### src/rtl/fetch_prefetch_pkg.sv
// Shared definitions for the prefetching fetch unit.
// Holds the default PC step and reset PC, and the width helpers used to size
// the prefetch FIFO pointers and occupancy counter.
package fetch_prefetch_pkg;

  localparam int unsigned DefaultPcStep  = 4;
  localparam int unsigned DefaultResetPc = 0;

  // Read/write pointer width for a FIFO of the given depth.
  function automatic int unsigned ptr_width(input int unsigned depth);
    return (depth < 2) ? 1 : $clog2(depth);
  endfunction

  // Occupancy counter width; must be able to hold the value `depth` itself.
  function automatic int unsigned count_width(input int unsigned depth);
    return $clog2(depth + 1);
  endfunction

endpackage

### src/rtl/fetch_prefetch_if.sv
// Instruction stream from fetch to decode (valid/ready handshake).
//   inst_valid : head entry present
//   inst_ready : decode accepts the head this cycle
//   inst       : head instruction word
//   inst_PC    : address the head instruction was fetched from
// master = fetch side, slave = decode side.
interface fetch_prefetch_if #(
  parameter int unsigned ADDRESS_BITS = 16,
  parameter int unsigned DATA_WIDTH   = 32
);

  logic                    inst_valid;
  logic                    inst_ready;
  logic [DATA_WIDTH-1:0]   inst;
  logic [ADDRESS_BITS-1:0] inst_PC;

  modport master (
    output inst_valid,
    output inst,
    output inst_PC,
    input  inst_ready
  );

  modport slave (
    input  inst_valid,
    input  inst,
    input  inst_PC,
    output inst_ready
  );

endinterface

### src/rtl/fetch_prefetch_fifo.sv
// Synchronous FIFO buffering fetched {instruction, PC} entries.
//   clock, reset : rising-edge clock, asynchronous active-high reset
//   flush        : synchronous clear; wins over push and pop
//   push         : write push_data at the tail
//   push_data    : entry to write
//   pop          : drop the head entry (ignored when empty)
//   head_data    : current head, read from registered storage
//   count        : number of entries held
module fetch_prefetch_fifo
  import fetch_prefetch_pkg::*;
#(
  parameter int unsigned  WIDTH  = 48,
  parameter int unsigned  DEPTH  = 4,
  localparam int unsigned PtrW   = ptr_width(DEPTH),
  localparam int unsigned CountW = count_width(DEPTH)
) (
  input  logic              clock,
  input  logic              reset,
  input  logic              flush,
  input  logic              push,
  input  logic [WIDTH-1:0]  push_data,
  input  logic              pop,
  output logic [WIDTH-1:0]  head_data,
  output logic [CountW-1:0] count
);

  localparam logic [CountW-1:0] DepthC = CountW'(DEPTH);

  logic [WIDTH-1:0]  mem_q [DEPTH];
  logic [PtrW-1:0]   wr_ptr_q;
  logic [PtrW-1:0]   rd_ptr_q;
  logic [CountW-1:0] count_q;
  logic              do_push;
  logic              do_pop;

  assign do_pop    = pop && (count_q != '0);
  // A push into a full FIFO is only accepted when the head leaves in the same cycle.
  assign do_push   = push && ((count_q != DepthC) || do_pop);
  assign head_data = mem_q[rd_ptr_q];
  assign count     = count_q;

  always_ff @(posedge clock or posedge reset) begin
    if (reset) begin
      // Storage is cleared too so the head reads as zero out of reset.
      mem_q    <= '{default: '0};
      wr_ptr_q <= '0;
      rd_ptr_q <= '0;
      count_q  <= '0;
    end else if (flush) begin
      wr_ptr_q <= '0;
      rd_ptr_q <= '0;
      count_q  <= '0;
    end else begin
      if (do_push) begin
        mem_q[wr_ptr_q] <= push_data;
        wr_ptr_q        <= wr_ptr_q + PtrW'(1);
      end
      if (do_pop) begin
        rd_ptr_q <= rd_ptr_q + PtrW'(1);
      end
      case ({do_push, do_pop})
        2'b10:   count_q <= count_q + CountW'(1);
        2'b01:   count_q <= count_q - CountW'(1);
        default: count_q <= count_q;
      endcase
    end
  end

endmodule

### src/rtl/fetch_prefetch.sv
// Instruction fetch unit with a prefetch queue.
// Owns the PC, issues sequential reads to a synchronous instruction memory
// (data returns one cycle after the request) and buffers returned
// instructions with their PCs for decode.
//   clock, reset   : rising-edge clock, asynchronous active-high reset
//   next_PC_select : redirect strobe; flushes queue and in-flight read
//   target_PC      : redirect address, used unmodified
//   imem_req       : read request this cycle
//   imem_addr      : read address (equals PC)
//   imem_rdata     : read data, one cycle after imem_req
//   dec            : instruction stream to decode (master side)
//   PC             : next fetch address
//   count          : entries currently queued
module fetch_prefetch
  import fetch_prefetch_pkg::*;
#(
  parameter int unsigned  ADDRESS_BITS = 16,
  parameter int unsigned  DATA_WIDTH   = 32,
  parameter int unsigned  RESET_PC     = DefaultResetPc,
  parameter int unsigned  PC_STEP      = DefaultPcStep,
  parameter int unsigned  QUEUE_DEPTH  = 4,
  localparam int unsigned CountW       = count_width(QUEUE_DEPTH)
) (
  input  logic                    clock,
  input  logic                    reset,
  input  logic                    next_PC_select,
  input  logic [ADDRESS_BITS-1:0] target_PC,
  output logic                    imem_req,
  output logic [ADDRESS_BITS-1:0] imem_addr,
  input  logic [DATA_WIDTH-1:0]   imem_rdata,
  fetch_prefetch_if.master        dec,
  output logic [ADDRESS_BITS-1:0] PC,
  output logic [CountW-1:0]       count
);

  localparam int unsigned       EntryW = DATA_WIDTH + ADDRESS_BITS;
  localparam logic [CountW:0]   DepthC = (CountW + 1)'(QUEUE_DEPTH);

  logic [ADDRESS_BITS-1:0] pc_q;
  logic [ADDRESS_BITS-1:0] inflight_pc_q;
  logic                    inflight_q;
  logic                    kill;
  logic                    push;
  logic                    pop;
  logic                    inst_valid;
  logic [CountW:0]         credit;
  logic [EntryW-1:0]       head;

  // A redirect discards whatever read returns this cycle.
  assign kill = next_PC_select;

  // The outstanding read already owns a queue slot, so the queue can never overflow.
  assign credit   = {1'b0, count} + {{CountW{1'b0}}, inflight_q};
  assign imem_req = !reset && !next_PC_select && (credit < DepthC);

  assign imem_addr = pc_q;
  assign PC        = pc_q;

  assign push       = inflight_q && !kill;
  assign inst_valid = (count != '0) && !next_PC_select;
  assign pop        = inst_valid && dec.inst_ready;

  assign dec.inst_valid = inst_valid;
  assign dec.inst       = head[EntryW-1:ADDRESS_BITS];
  assign dec.inst_PC    = head[ADDRESS_BITS-1:0];

  always_ff @(posedge clock or posedge reset) begin
    if (reset) begin
      pc_q          <= ADDRESS_BITS'(RESET_PC);
      inflight_q    <= 1'b0;
      inflight_pc_q <= '0;
    end else begin
      inflight_q <= imem_req;
      if (next_PC_select) begin
        pc_q <= target_PC;
      end else if (imem_req) begin
        pc_q          <= pc_q + ADDRESS_BITS'(PC_STEP);
        inflight_pc_q <= pc_q;
      end
    end
  end

  fetch_prefetch_fifo #(
    .WIDTH (EntryW),
    .DEPTH (QUEUE_DEPTH)
  ) u_fifo (
    .clock     (clock),
    .reset     (reset),
    .flush     (kill),
    .push      (push),
    .push_data ({imem_rdata, inflight_pc_q}),
    .pop       (pop),
    .head_data (head),
    .count     (count)
  );

endmodule

### src/flat_wrapper.sv
// flat-port wrapper written by rule: the top's interface ports become plain ports
module fetch_prefetch_flat import fetch_prefetch_pkg::*;
#(
  parameter int unsigned  ADDRESS_BITS = 16,
  parameter int unsigned  DATA_WIDTH   = 32,
  parameter int unsigned  RESET_PC     = DefaultResetPc,
  parameter int unsigned  PC_STEP      = DefaultPcStep,
  parameter int unsigned  QUEUE_DEPTH  = 4,
  localparam int unsigned CountW       = count_width(QUEUE_DEPTH)
)
  (clock, reset, next_PC_select, target_PC, imem_req, imem_addr, imem_rdata, PC, count, dec_inst_valid, dec_inst, dec_inst_PC, dec_inst_ready);
  fetch_prefetch_if #(.ADDRESS_BITS(ADDRESS_BITS), .DATA_WIDTH(DATA_WIDTH)) dec_i ();
  input  logic clock;
  input  logic reset;
  input  logic next_PC_select;
  input  logic [ADDRESS_BITS-1:0] target_PC;
  output logic imem_req;
  output logic [ADDRESS_BITS-1:0] imem_addr;
  input  logic [DATA_WIDTH-1:0] imem_rdata;
  output logic [ADDRESS_BITS-1:0] PC;
  output logic [CountW-1:0] count;
  output wire logic [$bits(dec_i.inst_valid)-1:0] dec_inst_valid;
  output wire logic [$bits(dec_i.inst)-1:0] dec_inst;
  output wire logic [$bits(dec_i.inst_PC)-1:0] dec_inst_PC;
  input wire logic [$bits(dec_i.inst_ready)-1:0] dec_inst_ready;
  assign dec_inst_valid = dec_i.inst_valid;
  assign dec_inst = dec_i.inst;
  assign dec_inst_PC = dec_i.inst_PC;
  assign dec_i.inst_ready = dec_inst_ready;
  fetch_prefetch #(.ADDRESS_BITS(ADDRESS_BITS), .DATA_WIDTH(DATA_WIDTH), .RESET_PC(RESET_PC), .PC_STEP(PC_STEP), .QUEUE_DEPTH(QUEUE_DEPTH)) u_core (.clock(clock), .reset(reset), .next_PC_select(next_PC_select), .target_PC(target_PC), .imem_req(imem_req), .imem_addr(imem_addr), .imem_rdata(imem_rdata), .dec(dec_i), .PC(PC), .count(count));
endmodule
### config.mk
export PLATFORM = sky130hd
export DESIGN_NAME = fetch_prefetch_flat
export DESIGN_NICKNAME = d
export VERILOG_FILES = /design/src/rtl/fetch_prefetch_pkg.sv /design/src/rtl/fetch_prefetch_if.sv /design/src/rtl/fetch_prefetch_fifo.sv /design/src/rtl/fetch_prefetch.sv /design/src/flat_wrapper.sv
export SDC_FILE = /design/constraint.sdc
export NUM_CORES = 1
export LEC_CHECK = 0
export ABC_AREA = 0
export CELL_PAD_IN_SITES_DETAIL_PLACEMENT = 0
export CELL_PAD_IN_SITES_GLOBAL_PLACEMENT = 1
export CORE_ASPECT_RATIO = 0.7
export CORE_MARGIN = 2
export CORE_UTILIZATION = 31
export CTS_BUF_LIST = sky130_fd_sc_hd__clkbuf_4 sky130_fd_sc_hd__clkbuf_8
export DETAILED_ROUTE_END_ITERATION = 8
export HOLD_SLACK_MARGIN = 0.12
export PLACE_DENSITY_LB_ADDON = 0.05
export SETUP_SLACK_MARGIN = 0.15
export SLEW_MARGIN = 25
export SYNTH_ARGS = -nofsm -noshare
export SYNTH_HDL_FRONTEND = slang
export SYNTH_SLANG_ARGS = --single-unit
### constraint.sdc
create_clock -name clock -period 9.08 [get_ports clock]
set_input_delay 2.27 -clock clock [delete_from_list [all_inputs] [get_ports clock]]
set_output_delay 2.27 -clock clock [all_outputs]
set_load 0.1 [all_outputs]
==> impl_metrics.py <==
metrics = {
    "synth": {
        "synth_warnings": 0,
        "synth_ff_type": "dfrtp_1",
        "async_flop_share_pct": 100,
        "ys_types": 39,
        "syn-num-nets": 756,
        "ys_seq_elements": 232,
        "avgSynthCellArea_um2": 14.9,
        "synth_edf_count": 0,
        "ys_seq_area_share_pct": 55.8,
        "synthCells": 698,
        "syn_area_um2": 10400,
    },
    "detailed_routing": {
        "routed_wl_um": 25900,
        "ant_nets": 0,
        "drt_iter0_drc": 230,
        "wl_met3_um": 1220,
        "vias": 6319,
        "drcViolationCount": 0,
        "top_layer_used": "met5",
        "viasPerCell": 4.89,
        "met1_length_um": 11900,
        "wire_per_inst_um": 20.1,
        "dr_wl_met2_um": 12200,
        "drt_pre_antenna_iters": 4,
    },
    "place": {
        "port_buffers": 136,
        "place_congestion": 0.759,
        "hpwl_um": 15600,
    },
    "final_layout": {
        "layout.nets": 886,
        "area_growth_pct": 24.2,
        "layout-drive-gt1-share_pct": 32.0,
        "mostFrequentLayoutCells": "dfrtp_1, mux2_2, clkdlybuf4s50_1",
        "layout_commonest_cell": "dfrtp_1",
    },
    "outcome": {
        "status": "finished, final reports clean",
    },
    "timing": {
        "drv_slew": 0,
        "fin_tns_setup_ps": 0,
        "finClkSkew_ps": 21.6,
        "tightest_slew_ps": 1110,
        "max_freq_mhz": 153,
        "setup_viol": 0,
        "min_period_ps": 6520,
        "slew-limit-headroom_pct": 25.8,
        "fin_crit_sh_pct": 71.8,
        "rsz0062_at_grt": "false",
        "hold_viol": 0,
    },
    "clock_network": {
        "post_cts_buffers": 0,
        "insertion_delay_ps": 560,
        "clkTransAtPathRegs_ps": 60,
        "cts.sinks": 232,
        "cts_tree": "yes",
        "cts_resized": 0,
        "clockRootBuffer": "clkbuf_8",
        "htree_levels": 2,
        "clockBufferDepth": 3,
        "numCtsBuffers": 41,
        "cts_hold_buf": 0,
    },
    "critical_path": {
        "cp_slowest_cell": "clkdlybuf4s50_1",
        "cp_num_buf_inv": 3,
        "cp.required_ps": 6810,
        "crit_path_max_incr_delay_ps": 1140,
        "critPathKind": "input pin to output pin",
        "cpLargestDelayFamily": "buffers and inverters",
        "cp-end-kind": "output pin",
        "arrival_ps": 4250,
        "cp_max_fo": 38,
        "path_cells": "clkdlybuf4s50_1 -> buf_4 -> nor2_1 -> clkdlybuf4s50_1",
        "critPathMostFrequentCell": "clkdlybuf4s50_1",
        "startpoint_type": "input pin",
    },
    "pwr": {
        "seqPwrFrac_pct": 37.8,
        "cell_internal_pwr_uw": 2170,
        "leakage_uw": 0.00580,
        "p_sw_share_pct": 39.2,
        "pwr_density_cell_nw_per_um2": 276,
        "peakVddDrop_uv": 139,
        "p_clk_share_pct": 27.8,
        "pwr-share-comb_pct": 34.5,
        "p_sw_uw": 1400,
        "totalPowerFinal_uw": 3570,
    },
    "hold_path": {
        "hold_path.class": "flop to flop",
    },
    "die": {
        "die_w_um": 223,
        "core_area_um2": 33300,
        "die-height_um": 157,
        "num_rows": 56,
        "dieArea_um2": 35100,
        "initial_core_util_pct": 31.3,
        "io_pins": 137,
    },
    "grt": {
        "antenna_found_initial": 2,
        "grt_pass1_wl_um": 40600,
        "grt_usage_pct": 15.1,
        "grt_remaining_overflow": 0,
        "grt_pass1_vias": 7043,
        "grt_max_degree": 149,
    },
    "flow_run": {
        "max_cap_violations": 0,
    },
}
-- area by class of cell --
cell class / instances / area [um2]
diodes: 1 / 2.50
clock buffers: 64 / 800
clock inverters: 7 / 37.5
fillers: 3092 / 20400
inverters: 6 / 35.0
multi-input cells: 401 / 4250
flip-flops and latches: 232 / 5810
well taps: 435 / 544
repair buffers: 146 / 1440
-- power groups by stage --
stage               combinational, uW  clock (uW)  sequential, uW
global placement                 1220           0            1340
global route                     1280        1080            1370
detailed placement               1240           0            1370
finish                           1230         989            1350
CTS                              1240        1030            1350
floorplan                         941           0            1370
-- sequential cells by signal (all words and copies together) (netlist names) --
name,flops
u_core.PC,16
u_core.u_fifo.rd_ptr_q,2
u_core.inflight_pc_q,16
u_core.u_fifo.wr_ptr_q,2
u_core.inflight_q,1
u_core.u_fifo.mem_q,192
u_core.u_fifo.count,3
-- stage by stage --
step | hold slack (ps) | worst slack [ps] | instance area [um2] | instances | utilization, %
floorplan | 459 | 449 | 10400 | 698 | -
global placement | 468 | 2280 | 12100 | 1219 | 36.2
detailed placement | 475 | 2280 | 12100 | 1219 | 36.2
CTS | 489 | 2250 | 12900 | 1290 | 38.8
global route | 496 | 2510 | 12900 | 1291 | 38.8
finish | 486 | 2560 | 12900 | 1292 | 38.8
-- routing by layer --
layer,up-vias,global-route usage (%)
li1,2808,-
met1,3338,20.1
met2,120,24.4
met3,51,3.64
met4,2,5.18
met5,-,0
-- path summary, 6_finish.rpt --
path | from | to | slack, ps | cells after the start
worst min register to register | u_core.u_fifo.mem_q[58]$_DFFE_PP0P_ | u_core.u_fifo.mem_q[58]$_DFFE_PP0P_ | 490 | 1
worst max register to register | u_core.inflight_q$_DFF_PP0_ | u_core.PC[6]$_DFFE_PP0N_ | 6600 | 6
max in group asynchronous | reset | u_core.u_fifo.mem_q[117]$_DFFE_PP0P_ | 5490 | 3
worst max-delay path | next_PC_select | dec_inst_valid | 2560 | 4
worst min-delay path | u_core.u_fifo.mem_q[58]$_DFFE_PP0P_ | u_core.u_fifo.mem_q[58]$_DFFE_PP0P_ | 490 | 1
min in group asynchronous | reset | u_core.PC[2]$_DFFE_PP0N_ | 2230 | 2
-- worst reg2reg max path, delay by kind of cell (launching register included) --
kind            cells  cell delay [ps]
simple gates        2              800
flops               1              570
buf+inv             2              480
compound gates      2              500
-- cell usage after synthesis (all sizes together) (3+ instances only) --
cell type,instances,area share (%)
a21boi,6,0.43
dfrtp,232,56
a21o,3,0.22
ha,5,0.60
a31oi,4,0.24
a221o,7,0.67
nor2,11,0.40
mux2i,12,1.2
a21oi,4,0.19
clkbuf,8,0.29
xor2,3,0.25
mux4,48,10
nand2,57,2.1
mux2,195,21
inv,5,0.18
nor4,3,0.18
nand3,9,0.43
buf,51,2.9
o21ai,4,0.19
nor3,8,0.38
-- cells by family after synthesis --
kind of cell	synth area share [%]
multiplexers	32.6
flip-flops	55.8
AND/OR/NAND/NOR	4.39
buffers and inverters	3.45
AO/OA/AOI/OAI	2.50
adder cells (fa/ha/maj)	0.794
XOR/XNOR	0.421
Note: power is estimated with default switching activity, not from simulation.
